### src/rtl/nvdla_dbb_rd_packer_if.sv
// Bundles the request, word-stream and DBB read-data handshakes of nvdla_dbb_rd_packer.
// slave = packer side, master = surrounding bridge/testbench side.
interface nvdla_dbb_rd_packer_if #(
    parameter int MEMIF_WIDTH = 64,
    parameter int ID_WIDTH    = 8,
    parameter int LEN_WIDTH   = 13
);
    logic                   req_valid_i;
    logic                   req_ready_o;
    logic [ID_WIDTH-1:0]    req_id_i;
    logic [LEN_WIDTH-1:0]   req_len_i;

    logic                   word_valid_i;
    logic                   word_ready_o;
    logic [31:0]            word_data_i;

    logic                   rd_valid_o;
    logic                   rd_ready_i;
    logic [MEMIF_WIDTH-1:0] rd_data_o;
    logic [ID_WIDTH-1:0]    rd_id_o;
    logic                   rd_last_o;

    modport slave (
        input  req_valid_i, req_id_i, req_len_i,
        input  word_valid_i, word_data_i,
        input  rd_ready_i,
        output req_ready_o, word_ready_o,
        output rd_valid_o, rd_data_o, rd_id_o, rd_last_o
    );

    modport master (
        output req_valid_i, req_id_i, req_len_i,
        output word_valid_i, word_data_i,
        output rd_ready_i,
        input  req_ready_o, word_ready_o,
        input  rd_valid_o, rd_data_o, rd_id_o, rd_last_o
    );
endinterface

### src/rtl/nvdla_dbb_rd_packer.sv
// Packs 32-bit TCDM words into MEMIF_WIDTH DBB read beats with id/last; NVDLA_DBB_RD_PACKER_CMD_FIFO_EN gives a 2-deep command queue.
// Latency: one IDLE load cycle per request, beat valid the cycle after its last lane is accepted.
// Backpressure: a held output beat stalls only the final-lane word (word_ready_o sees rd_ready_i combinationally).
module nvdla_dbb_rd_packer #(
    parameter int MEMIF_WIDTH = 64,
    parameter int ID_WIDTH    = 8,
    parameter int LEN_WIDTH   = 13
) (
    input  logic                   clk_i,
    input  logic                   rst_i,
    input  logic                   clear_i,
    nvdla_dbb_rd_packer_if.slave   bus,
    output logic                   busy_o,
    output logic                   err_o
);
    localparam int RATIO  = MEMIF_WIDTH / 32;
    localparam int LANE_W = (RATIO > 1) ? $clog2(RATIO) : 1;
    localparam logic [LANE_W-1:0] LAST_LANE = LANE_W'(RATIO - 1);
`ifdef NVDLA_DBB_RD_PACKER_CMD_FIFO_EN
    localparam int Q_DEPTH = 2;
`else
    localparam int Q_DEPTH = 1;
`endif

    typedef enum logic {IDLE, PACK} state_t;

    state_t                 state;
    logic [ID_WIDTH-1:0]    q_id  [Q_DEPTH];
    logic [LEN_WIDTH-1:0]   q_len [Q_DEPTH];
    logic [1:0]             q_cnt;
    logic [1:0]             q_wr_idx;
    logic                   q_push, q_pop;

    logic [LEN_WIDTH-1:0]   beat_cnt;
    logic [ID_WIDTH-1:0]    cur_id;
    logic [LANE_W-1:0]      lane;
    logic [MEMIF_WIDTH-1:0] acc;
    logic [MEMIF_WIDTH-1:0] beat_nxt;
    logic                   out_free, word_acc;

    logic                   rd_valid_q, rd_last_q;
    logic [MEMIF_WIDTH-1:0] rd_data_q;
    logic [ID_WIDTH-1:0]    rd_id_q;

`ifdef NVDLA_DBB_RD_PACKER_CMD_FIFO_EN
    assign bus.req_ready_o = (q_cnt != 2'(Q_DEPTH));
`else
    // Single outstanding request: the slot is held until the request finishes in PACK.
    assign bus.req_ready_o = (q_cnt == 2'd0) && (state == IDLE);
`endif

    assign q_push   = bus.req_valid_i && bus.req_ready_o;
    assign q_pop    = (state == IDLE) && (q_cnt != 2'd0);
    assign q_wr_idx = q_cnt - 2'(q_pop);

    assign out_free         = !rd_valid_q || bus.rd_ready_i;
    assign bus.word_ready_o = (state == PACK) && ((lane != LAST_LANE) || out_free);
    assign word_acc         = bus.word_valid_i && bus.word_ready_o;

    assign err_o  = q_pop && (q_len[0] == '0);
    assign busy_o = (state == PACK) || (q_cnt != 2'd0) || rd_valid_q;

    assign bus.rd_valid_o = rd_valid_q;
    assign bus.rd_data_o  = rd_data_q;
    assign bus.rd_id_o    = rd_id_q;
    assign bus.rd_last_o  = rd_last_q;

    always_comb begin
        beat_nxt = acc;
        for (int i = 0; i < RATIO; i++) begin
            if (lane == LANE_W'(i)) beat_nxt[32*i +: 32] = bus.word_data_i;
        end
    end

    // Shift-style queue: head always in slot 0, pop shifts the rest down.
    always_ff @(posedge clk_i) begin
        if (rst_i || clear_i) begin
            q_cnt <= 2'd0;
        end else begin
            for (int i = 0; i < Q_DEPTH; i++) begin
                if (q_push && (q_wr_idx == 2'(i))) begin
                    q_id[i]  <= bus.req_id_i;
                    q_len[i] <= bus.req_len_i;
                end else if (q_pop && (i < Q_DEPTH - 1)) begin
                    q_id[i]  <= q_id[(i + 1 < Q_DEPTH) ? i + 1 : i];
                    q_len[i] <= q_len[(i + 1 < Q_DEPTH) ? i + 1 : i];
                end
            end
            q_cnt <= q_cnt + 2'(q_push) - 2'(q_pop);
        end
    end

    always_ff @(posedge clk_i) begin
        if (rst_i || clear_i) begin
            state      <= IDLE;
            beat_cnt   <= '0;
            cur_id     <= '0;
            lane       <= '0;
            acc        <= '0;
            rd_valid_q <= 1'b0;
            rd_data_q  <= '0;
            rd_id_q    <= '0;
            rd_last_q  <= 1'b0;
        end else begin
            if (bus.rd_ready_i) rd_valid_q <= 1'b0;
            case (state)
                IDLE: begin
                    if (q_pop && (q_len[0] != '0)) begin
                        beat_cnt <= q_len[0];
                        cur_id   <= q_id[0];
                        lane     <= '0;
                        state    <= PACK;
                    end
                end
                PACK: begin
                    if (word_acc) begin
                        acc <= beat_nxt;
                        if (lane == LAST_LANE) begin
                            // A new beat overrides any same-cycle drain of the previous one.
                            lane       <= '0;
                            rd_valid_q <= 1'b1;
                            rd_data_q  <= beat_nxt;
                            rd_id_q    <= cur_id;
                            rd_last_q  <= (beat_cnt == LEN_WIDTH'(1));
                            beat_cnt   <= beat_cnt - LEN_WIDTH'(1);
                            if (beat_cnt == LEN_WIDTH'(1)) state <= IDLE;
                        end else begin
                            lane <= lane + LANE_W'(1);
                        end
                    end
                end
                default: state <= IDLE;
            endcase
        end
    end
endmodule

### src/flat_wrapper.sv
// flat-port wrapper written by rule: the top's interface ports become plain ports
module nvdla_dbb_rd_packer_flat 
#(
    parameter int MEMIF_WIDTH = 64,
    parameter int ID_WIDTH    = 8,
    parameter int LEN_WIDTH   = 13
)
  (clk_i, rst_i, clear_i, busy_o, err_o, bus_req_valid_i, bus_req_id_i, bus_req_len_i, bus_word_valid_i, bus_word_data_i, bus_rd_ready_i, bus_req_ready_o, bus_word_ready_o, bus_rd_valid_o, bus_rd_data_o, bus_rd_id_o, bus_rd_last_o);
  nvdla_dbb_rd_packer_if #(.MEMIF_WIDTH(MEMIF_WIDTH), .ID_WIDTH(ID_WIDTH), .LEN_WIDTH(LEN_WIDTH)) bus_i ();
  input  logic clk_i;
  input  logic rst_i;
  input  logic clear_i;
  output logic busy_o;
  output logic err_o;
  input wire logic [$bits(bus_i.req_valid_i)-1:0] bus_req_valid_i;
  input wire logic [$bits(bus_i.req_id_i)-1:0] bus_req_id_i;
  input wire logic [$bits(bus_i.req_len_i)-1:0] bus_req_len_i;
  input wire logic [$bits(bus_i.word_valid_i)-1:0] bus_word_valid_i;
  input wire logic [$bits(bus_i.word_data_i)-1:0] bus_word_data_i;
  input wire logic [$bits(bus_i.rd_ready_i)-1:0] bus_rd_ready_i;
  output wire logic [$bits(bus_i.req_ready_o)-1:0] bus_req_ready_o;
  output wire logic [$bits(bus_i.word_ready_o)-1:0] bus_word_ready_o;
  output wire logic [$bits(bus_i.rd_valid_o)-1:0] bus_rd_valid_o;
  output wire logic [$bits(bus_i.rd_data_o)-1:0] bus_rd_data_o;
  output wire logic [$bits(bus_i.rd_id_o)-1:0] bus_rd_id_o;
  output wire logic [$bits(bus_i.rd_last_o)-1:0] bus_rd_last_o;
  assign bus_i.req_valid_i = bus_req_valid_i;
  assign bus_i.req_id_i = bus_req_id_i;
  assign bus_i.req_len_i = bus_req_len_i;
  assign bus_i.word_valid_i = bus_word_valid_i;
  assign bus_i.word_data_i = bus_word_data_i;
  assign bus_i.rd_ready_i = bus_rd_ready_i;
  assign bus_req_ready_o = bus_i.req_ready_o;
  assign bus_word_ready_o = bus_i.word_ready_o;
  assign bus_rd_valid_o = bus_i.rd_valid_o;
  assign bus_rd_data_o = bus_i.rd_data_o;
  assign bus_rd_id_o = bus_i.rd_id_o;
  assign bus_rd_last_o = bus_i.rd_last_o;
  nvdla_dbb_rd_packer #(.MEMIF_WIDTH(MEMIF_WIDTH), .ID_WIDTH(ID_WIDTH), .LEN_WIDTH(LEN_WIDTH)) u_core (.clk_i(clk_i), .rst_i(rst_i), .clear_i(clear_i), .bus(bus_i), .busy_o(busy_o), .err_o(err_o));
endmodule
### config.mk
export PLATFORM = sky130hd
export DESIGN_NAME = nvdla_dbb_rd_packer_flat
export DESIGN_NICKNAME = d
export VERILOG_FILES = /design/src/rtl/nvdla_dbb_rd_packer_if.sv /design/src/rtl/nvdla_dbb_rd_packer.sv /design/src/flat_wrapper.sv
export SDC_FILE = /design/constraint.sdc
export NUM_CORES = 1
export LEC_CHECK = 0
export CORE_UTILIZATION = 50
export CTS_BUF_LIST = sky130_fd_sc_hd__clkbuf_2 sky130_fd_sc_hd__clkbuf_4 sky130_fd_sc_hd__clkbuf_8
export DETAILED_ROUTE_END_ITERATION = 7
export GPL_TIMING_DRIVEN = 0
export PLACE_DENSITY = 0.8
export SLEW_MARGIN = 20
export SYNTH_ARGS = -nofsm -noshare
export SYNTH_HDL_FRONTEND = slang
export SYNTH_SLANG_ARGS = --single-unit
### constraint.sdc
create_clock -name clk_i -period 5.6 [get_ports clk_i]
set_input_delay 1.12 -clock clk_i [delete_from_list [all_inputs] [get_ports clk_i]]
set_output_delay 1.12 -clock clk_i [all_outputs]
set_load 0.02 [all_outputs]
**Word level (Yosys, flattened, before mapping)**

Memories as Yosys holds them, arrays and structs flattened. A register that Yosys moved wholly into a read port is not among the register bits.
Index checks and enable logic that the tools add are counted.

- $add $sub $neg: 5
- Multipliers: 0
- Div/mod/pow operators: 0
- Magnitude comparators: 0
- Eq/ne operators: 4
- Shift operators: 0
- Mux-type cells: 22
- Bitwise gates (word level): 2
- Reduce and logical (&&, ||, !) cells: 24

Operator list:

| operator | number |
|---|---|
| $mux 32 | 2 |
| $mux 13 | 3 |
| $pmux 13 s2 | 1 |
| $mux 1 | 14 |
| $eq 13x1->1 const B | 1 |
| $logic_not 13->1 | 1 |
| $reduce_bool 13->1 | 1 |
| $sub 13x1->13 const B | 1 |
| $logic_and 1x1->1 | 8 |
| $ne 2x2->1 const B | 3 |
| $reduce_and 2->1 | 3 |
| $reduce_and 3->1 | 2 |
| $logic_or 1x1->1 | 5 |
| $logic_not 2->1 | 2 |
| $pmux 1 s2 | 2 |
| $sub 2x1->2 | 2 |
| $add 2x1->2 | 1 |
| $not 1->1 | 2 |
| $reduce_bool 2->1 | 1 |
| $add 1x1->1 const B | 1 |
| $logic_not 1->1 | 1 |

- Register bits after elaboration: 155
- Latch bits: 0
- Bits in writable memories: 21
- Memory bits (read-only): 0
- Input bits: 59
- Output and inout port bits: 78
- Word-level logic and storage cells: 68
- Memories: 2

Memory list:

| memory | words | width | rd ports | clocked after Yosys merged registers in | wr ports | line | text |
|---|---|---|---|---|---|---|---|
| u_core.q_len | 1 | 13 | 1 | 0 | 1 | nvdla_dbb_rd_packer.sv:29 | `logic [LEN_WIDTH-1:0] q_len [Q_DEPTH];` |
| u_core.q_id | 1 | 8 | 1 | 1 | 1 | nvdla_dbb_rd_packer.sv:28 | `logic [ID_WIDTH-1:0] q_id [Q_DEPTH];` |

**Longest topological paths before layout**

Gate-level depths: netlist of the first run.

- Word-level depth: 8
- Gate-level depth with buffers: 7
- Depth with buffers taken out: 7

**Least setup slack after synthesis of the first run**

OpenSTA, ideal clock, no wires.

- Kind: input-to-reg
- Start: in clear_i
- End: mem u_core.q_id[0][0] (enable)
- Arrival: 2.260 ns
- Data required time: 5.221 ns
- Setup slack: 2.960 ns
- Stages on the path: 4
- Buffers on the path: 1
- Cells stage by stage: or2_2 -> clkbuf_1 -> nor2_1 -> and3_1

- Longest elaborated chain between the ends: 3

RTL lines:

| what | line | text |
|---|---|---|
| from (decl) | flat_wrapper.sv:12 | `input logic clear_i;` |
| $logic_or 1x1->1 | nvdla_dbb_rd_packer.sv:77 | `if (rst_i \|\| clear_i) begin` |
| $mux 1 | nvdla_dbb_rd_packer.sv:77 |  |
| $mux 1 (implied by the code) | nvdla_dbb_rd_packer.sv:82 | `q_id[i] <= bus.req_id_i;` |
| to (decl) | nvdla_dbb_rd_packer.sv:28 |  |

No other way between the ends.

**Worst setup path in the final report of the first run**

- Start: reg u_core.state
- End: out bus_word_ready_o

- Longest elaborated chain between the ends: 1

RTL lines:

| what | line | text |
|---|---|---|
| from (decl) | nvdla_dbb_rd_packer.sv:27 | `state_t state;` |
| from (signal assigned) | nvdla_dbb_rd_packer.sv:95 | `state <= IDLE;` |
| from (signal assigned) | nvdla_dbb_rd_packer.sv:112 | `state <= PACK;` |
| from (signal assigned) | nvdla_dbb_rd_packer.sv:126 | `if (beat_cnt == LEN_WIDTH'(1)) state <= IDLE;` |
| $logic_and 1x1->1 | nvdla_dbb_rd_packer.sv:57 | `assign bus.word_ready_o = (state == PACK) && ((lane != LAST_LANE) \|\| out_free);` |
| to (decl) | flat_wrapper.sv:22 | `output wire logic [$bits(bus_i.word_ready_o)-1:0] bus_word_ready_o;` |

No other way between the ends.

==> flow_summary.json, run 1 <==
{
  "p_total_uw": 2790,
  "final_nets": 881,
  "timing.critical_path.fanout_max": 10,
  "dp_cells": 939,
  "floorplan.die.width_um": 109,
  "static-leakage-power_uw": 0.00256,
  "dpl_cell_area_mm2": 0.00729,
  "reg2reg_setup_slack_ns": 3.20,
  "postSynthAreaPerCell_um2": 8.67,
  "hold_path_class": "reg -> reg",
  "synth_most_common_cell": "nand2_1",
  "critical_path.slowest_cell": "clkdlybuf4s50_1",
  "num_io_pins": 137,
  "die_height_um": 109,
  "yosysSeqAreaShare_pct": 56.6,
  "power.switching_fraction_pct": 31.8,
  "irDropWorstVdd_uv": 404,
  "row_count": 38,
  "share_of_power_burned_in_combinational_logic_pct": 26.1,
  "p_int_uw": 1900,
  "slew_violations": 0,
  "timing.final.hold_violations": 0,
  "track_usage_pct": 26.3,
  "data_required_time_of_the_critical_path_ns": 4.48,
  "starting_density_of_the_core_pct": 52.1,
  "timing.max_cap.violations": 0,
  "cts.sinks": 152,
  "asyncSetResetFlopFracSynth_pct": 0,
  "path_cells": "buf_2, buf_1, clkbuf_1, and2_1, clkdlybuf4s50_1",
  "power_frac_seq_pct": 44.3,
  "path_clk_slew_ns": 0.08,
  "fin_setup_tns_ns": 0,
  "period_share_pct": 69.1,
  "cts_hold_repair.buffers": 0,
  "clock.fmax_mhz": 258,
  "detail_route.iter0.violations": 451,
  "period_minus_slack_ns": 3.87,
  "htree_num_levels": 4,
  "num_antenna_cells": 0,
  "synth_area_leader_cell": "dfxtp_1",
  "layout-drive-gt1-share_pct": 7.22,
  "hpwl_um": 10700,
  "post_synthesis_cell_area_mm2": 0.00575,
  "synth.top_cells.by_area": "dfxtp_1 46%, nand2_1 14%, edfxtp_1 11%",
  "worst_setup_path_category": "reg -> out",
  "timing.final.ws_setup_ns": 1.73,
  "synth_fp_nets": 726,
  "final_cell_count_no_fill": 971,
  "clock-skew-final_ns": 0.00655,
  "grt_overflow_total": 0,
  "setup_repair_after_global_routing_missed_its_margin": "no",
  "end_kind": "primary output",
  "timing.critical_path.buf_inv": 4,
  "critPathTopFamily": "buffers and inverters",
  "pin_count_of_the_biggest_net_entering_global_routing": 22,
  "core-area_mm2": 0.0110,
  "status": "completed",
  "cts_post_setup_buffers_inserted": 0,
  "worst_ep_arrival_time_ns": 2.75,
  "dieArea_mm2": 0.0119,
  "ys.warnings.count": 0,
  "clock_tree_from_tritoncts": "yes",
  "number_of_global_route_vias_before_repair": 5059,
  "wire_per_inst_um": 15.5,
  "fin_area_mm2": 0.00768,
  "synthDistinctLibCells": 47,
  "finalWeightedCongestion": 0.901,
  "grt_first_pass_wirelength_um": 23800,
  "overall_via_count_from_detail_route": 5201,
  "port_buffers": 136,
  "layout.area.seq_mm2": 0.00325,
  "worst_skew_pair.late_latency_ns": 0.44,
  "postSynthCellCount": 663,
  "synthToLayoutAreaGrowth_pct": 33.5,
  "antenna_found_initial": 0,
  "crit_path_depth": 5,
  "pwr-share-clk_pct": 29.6,
  "post-route-drc-count": 0,
  "synth-seq-cells": 152,
  "cts_made_buffers": 17,
  "crit_path_start": "u_core.state$_SDFF_PN0_",
  "regToRegEndpoint": "u_core.q_len[0][9]$_DFFE_PP_",
  "powerDensity_mw_per_mm2": 363,
  "total_switching_power_uw": 885,
  "post_drt_via_cell_ratio": 5.36,
  "cts_root_buffer": "clkbuf_8",
  "critical-path-max-stage-delay_ns": 0.61,
  "setup.worst_path.start_class": "register",
  "synth_top_cells_by_count": "222 x nand2_1, 131 x dfxtp_1, 121 x a21oi_1",
  "finalWirelength_um": 15000,
  "synth_edf_count": 21,
  "worst_slew_margin_rel_pct": 35.2,
  "synth_top_cell_area_share_pct": 45.6,
  "first_pass_iters": 5,
  "r2r.worst_path.cells": 6,
  "crit-reg2reg-launch": "u_core.state$_SDFF_PN0_",
  "multi_input_area_mm2": 0.00226,
  "postRouteAntennaNets": 0,
  "ys.flop_type": "dfxtp_1",
  "finalSetupViolations": 0,
  "clock_path_buffers": 2,
  "layout.filler_cells": 911,
  "post_cts.resized_instances": 0,
  "tightestPinTransition_ns": 0.972,
  "pre_cts_ws_ns": 1.97,
  "endpoint": "bus_word_ready_o"
}
## state kept, by name (all words and copies together), names as in the netlist, 2 cells and up
register,count
u_core.bus.rd_id_o,8
u_core.q_id,8
u_core.q_len,13
u_core.beat_cnt,13
u_core.acc,32
u_core.bus.rd_data_o,64
u_core.q_cnt,2
u_core.cur_id,8
## layout by cell type (no fill, tap or decap), drive strengths merged, types with 2 or more instances in the layout
cell type,count
bufinv,2
clkbuf,52
nor3,8
xor2,2
clkinvlp,2
o32ai,8
and3,4
clkdlybuf4s50,136
dfxtp,131
a211oi,2
nor4,5
inv,9
clkinv,3
a21oi,123
a31oi,3
buf,19
mux2i,11
edfxtp,21
nor2,24
nor2b,3
nand3,5
or3,2
and2,5
nand4,3
nand2,223
nand2b,5
ha,4
nand3b,2
## final cells by class
class | instances | area share [%]
Tap cell | 140 | 2.28
Buffer | 50 | 2.79
Clock inverter | 11 | 1.56
Multi-Input combinational cell | 456 | 29.5
Inverter | 5 | 0.244
Clock buffer | 21 | 3.52
Timing Repair Buffer | 136 | 17.7
Sequential cell | 152 | 42.4
## metal layers
| layer | global-route usage (%) | share of wire [%] | vias to the layer above |
|---|---|---|---|
| li1 | - | - | 2525 |
| met1 | 33.6 | 43 | 2405 |
| met2 | 43.6 | 48 | 240 |
| met3 | 6.58 | 8.1 | 31 |
| met4 | 8.38 | 1.4 | 0 |
| met5 | 0 | 0 | - |
## how the worst min path moves through the flow
stage | from | endpoint | slack, ns | cells past startpoint
after floorplan | u_core.cur_id[1]$_SDFFE_PN0P_ | u_core.bus.rd_id_o[1]$_SDFFE_PN0P_ | 0.43 | 2
after global placement | u_core.cur_id[2]$_SDFFE_PN0P_ | u_core.bus.rd_id_o[2]$_SDFFE_PN0P_ | 0.44 | 2
after detailed placement | u_core.acc[5]$_SDFFE_PN0P_ | u_core.bus.rd_data_o[5]$_SDFFE_PN0P_ | 0.44 | 2
after CTS | u_core.acc[5]$_SDFFE_PN0P_ | u_core.bus.rd_data_o[5]$_SDFFE_PN0P_ | 0.45 | 2
after global routing | u_core.acc[30]$_SDFFE_PN0P_ | u_core.bus.rd_data_o[30]$_SDFFE_PN0P_ | 0.47 | 2
final | u_core.acc[5]$_SDFFE_PN0P_ | u_core.bus.rd_data_o[5]$_SDFFE_PN0P_ | 0.45 | 2
## worst min-delay path: cells and delay by family (launching register included)
kind,cells,cell delay (ns)
AOI/OAI and AO/OA,1,0.05
DFF,1,0.31
and+or+nand+nor,1,0.05
## kinds of logic after synthesis
logic type / count (synthesis) / synth area share (%)
XOR/XNOR: 3 / 0.457
adder cells (fa/ha/maj): 4 / 0.871
buffers and inverters: 55 / 4.05
AND/OR/NAND/NOR: 292 / 21.8
flip-flops: 152 / 56.6
AO/OA/AOI/OAI: 146 / 14.3
multiplexers: 11 / 1.92
## power by group through the flow
stage / Sequential (µW) / Clock (µW) / Combinational, µW
2_1_floorplan: 1240 / 0 / 503
3_3_place_gp: 1250 / 0 / 698
3_5_place_dp: 1260 / 0 / 716
4_1_cts: 1230 / 837 / 721
5_1_grt: 1240 / 888 / 790
6_report: 1230 / 825 / 727
## metrics by stage
step / hold slack [ns] / utilization (%)
2_1_floorplan: 0.432 / -
3_3_place_gp: 0.437 / 66.1
3_5_place_dp: 0.445 / 66.1
4_1_cts: 0.451 / 69.6
5_1_grt: 0.469 / 69.6
6_report: 0.447 / 69.6
Note: power is estimated with default switching activity, not from simulation.
==> run 2: changes to the inputs <==
--- a/config.mk
+++ b/config.mk
@@ -5,11 +5,11 @@
 export SDC_FILE = /design/constraint.sdc
 export NUM_CORES = 1
 export LEC_CHECK = 0
-export CORE_UTILIZATION = 50
+export CORE_UTILIZATION = 46
 export CTS_BUF_LIST = sky130_fd_sc_hd__clkbuf_2 sky130_fd_sc_hd__clkbuf_4 sky130_fd_sc_hd__clkbuf_8
 export DETAILED_ROUTE_END_ITERATION = 7
 export GPL_TIMING_DRIVEN = 0
-export PLACE_DENSITY = 0.8
+export PLACE_DENSITY = 0.78
 export SLEW_MARGIN = 20
 export SYNTH_ARGS = -nofsm -noshare
 export SYNTH_HDL_FRONTEND = slang
==> constraint.sdc (replaced) <==
create_clock -name clk_i -period 3.2 [get_ports clk_i]
set_input_delay 0.64 -clock clk_i [delete_from_list [all_inputs] [get_ports clk_i]]
set_output_delay 0.64 -clock clk_i [all_outputs]
set_load 0.02 [all_outputs]
==> run 2 against run 1 <==
Compared with the run above:
- first-iteration DRC count shrank 5.5%
- highest routed layer unchanged
- cell count grew 2.8%
- worst hold slack gained 0.0089 ns
- routed wire length grew 0.37%
- non-clock buffer count shrank 1
- clock-buffer cell count is the same
- sequential cell count is the same
==> flow_summary.json, run 2 (synthesis results as in run 1) <==
{
  "core-area_mm2": 0.0121,
  "p_total_uw": 5040,
  "die_height_um": 114,
  "finalSetupViolations": 0,
  "antenna_found_initial": 0,
  "tightestPinTransition_ns": 0.930,
  "endpoint": "err_o",
  "htree_num_levels": 4,
  "crit-reg2reg-launch": "u_core.state$_SDFF_PN0_",
  "pin_count_of_the_biggest_net_entering_global_routing": 22,
  "num_io_pins": 137,
  "irDropWorstVdd_uv": 745,
  "regToRegEndpoint": "u_core.q_len[0][4]$_DFFE_PP_",
  "crit_path_start": "u_core.q_len[0][11]$_DFFE_PP_",
  "starting_density_of_the_core_pct": 47.5,
  "number_of_global_route_vias_before_repair": 5003,
  "static-leakage-power_uw": 0.00259,
  "port_buffers": 136,
  "postRouteAntennaNets": 0,
  "data_required_time_of_the_critical_path_ns": 2.56,
  "worst_ep_arrival_time_ns": 2.41,
  "overall_via_count_from_detail_route": 5163,
  "num_antenna_cells": 0,
  "timing.max_cap.violations": 0,
  "largest_reg_flops": 64,
  "clock.fmax_mhz": 328,
  "dieArea_mm2": 0.0129,
  "layout-drive-gt1-share_pct": 7.23,
  "setup_repair_after_global_routing_missed_its_margin": "no",
  "mostFrequentLayoutCell": "nand2_1",
  "detail_route.iter0.violations": 426,
  "period_minus_slack_ns": 3.05,
  "finalWeightedCongestion": 0.894,
  "cts_root_buffer": "clkbuf_8",
  "clock_path_buffers": 2,
  "grt_overflow_total": 0,
  "timing.critical_path.fanout_max": 4,
  "synthToLayoutAreaGrowth_pct": 35.0,
  "layout.cells.most_common_list": "222 x nand2_1, 136 x clkdlybuf4s50_1, 131 x dfxtp_1",
  "slew_violations": 0,
  "grt_first_pass_wirelength_um": 24300,
  "finalWirelength_um": 15100,
  "timing.final.ws_setup_ns": 0.151,
  "final_nets": 880,
  "row_count": 40,
  "reg2reg_setup_slack_ns": 0.68,
  "track_usage_pct": 24.2,
  "worst_skew_pair.late_latency_ns": 0.46,
  "setup.worst_path.start_class": "register",
  "r2r.worst_path.cells": 6,
  "fin_setup_tns_ns": 0,
  "cts_made_buffers": 17,
  "first_pass_iters": 5,
  "utilization_pct": 64.1,
  "post_drt_via_cell_ratio": 5.17,
  "period_share_pct": 95.3,
  "status": "completed",
  "worst_setup_path_category": "reg -> out",
  "hpwl_um": 11000,
  "path_clk_slew_ns": 0.08,
  "timing.hold.worst_path_depth": 2,
  "wire_per_inst_um": 15.1,
  "timing.final.hold_violations": 0,
  "post-route-drc-count": 0,
  "powerDensity_mw_per_mm2": 650,
  "hold_path_class": "reg -> reg",
  "pre_cts_ws_ns": 0.204,
  "end_kind": "primary output",
  "floorplan.die.width_um": 114,
  "worst_slew_margin_rel_pct": 38.0,
  "cts.sinks": 152,
  "clock_tree_from_tritoncts": "yes",
  "clock-skew-final_ns": 0.00825
}
==> run 2: changes by cell type in the layout (fill, tap and decap cells not counted) <==
cell        previous run  this run
nor4_4                 2         3
clkinv_2               3         2
buf_1                  3         2
clkinvlp_4             2         1
nor4_2                 2         1
bufinv_16              2         4
==> run 2: worst max-delay path: stages, from the launching register on <==
cell and delay, ns:
edfxtp_1 0.45, nor4_4 0.36, nand4_2 0.26, nor3_1 0.23, clkdlybuf4s50_1 0.65
==> run 2: cell type report <==
type	instances	area, µm²
fill	1053	4350
sequential	152	3250
multi-input combinational	456	2270
timing repair buffer	136	1360
clock buffer	21	270
buffer	49	210
tap	168	210
clock inverter	11	168
inverter	5	18.8
==> run 2: routing by layer <==
layer,up-vias,GRT usage [%],part of all wire [%]
li1,2525,-,-
met4,0,9.09,1.7
met2,185,41.1,48
met1,2429,30.0,44
met3,24,5.79,6.4
met5,-,0,0
==> run 2: worst min path at each step <==
stage                                  start                                     to  slack, ns
2_1_floorplan  u_core.cur_id[1]$_SDFFE_PN0P_     u_core.bus.rd_id_o[1]$_SDFFE_PN0P_       0.43
3_3_place_gp     u_core.acc[18]$_SDFFE_PN0P_  u_core.bus.rd_data_o[18]$_SDFFE_PN0P_       0.44
3_5_place_dp     u_core.acc[22]$_SDFFE_PN0P_            u_core.acc[22]$_SDFFE_PN0P_       0.45
4_1_cts        u_core.cur_id[6]$_SDFFE_PN0P_     u_core.bus.rd_id_o[6]$_SDFFE_PN0P_       0.45
5_1_grt        u_core.cur_id[6]$_SDFFE_PN0P_     u_core.bus.rd_id_o[6]$_SDFFE_PN0P_       0.47
6_report          u_core.acc[5]$_SDFFE_PN0P_   u_core.bus.rd_data_o[5]$_SDFFE_PN0P_       0.46
==> run 2: stage by stage <==
stage / hold slack, ns / instance area (µm²) / instances
floorplan: 0.432 / 5750 / 663
detailed placement: 0.447 / 7320 / 967
global route: 0.471 / 7760 / 998
CTS: 0.454 / 7750 / 998
finish: 0.456 / 7760 / 998
global placement: 0.438 / 7320 / 967
==> run 2: timing repair <==
item	CTS	global route
hold buffers	0	0
setup endpoints to repair	2	1
resized for setup	0	1
buffers inserted	0	0
==> run 2: power breakdown <==
part / switching [µW] / internal, µW
registers: 90.7 / 2070
clock network: 722 / 899
logic: 747 / 515
total: 1560 / 3480
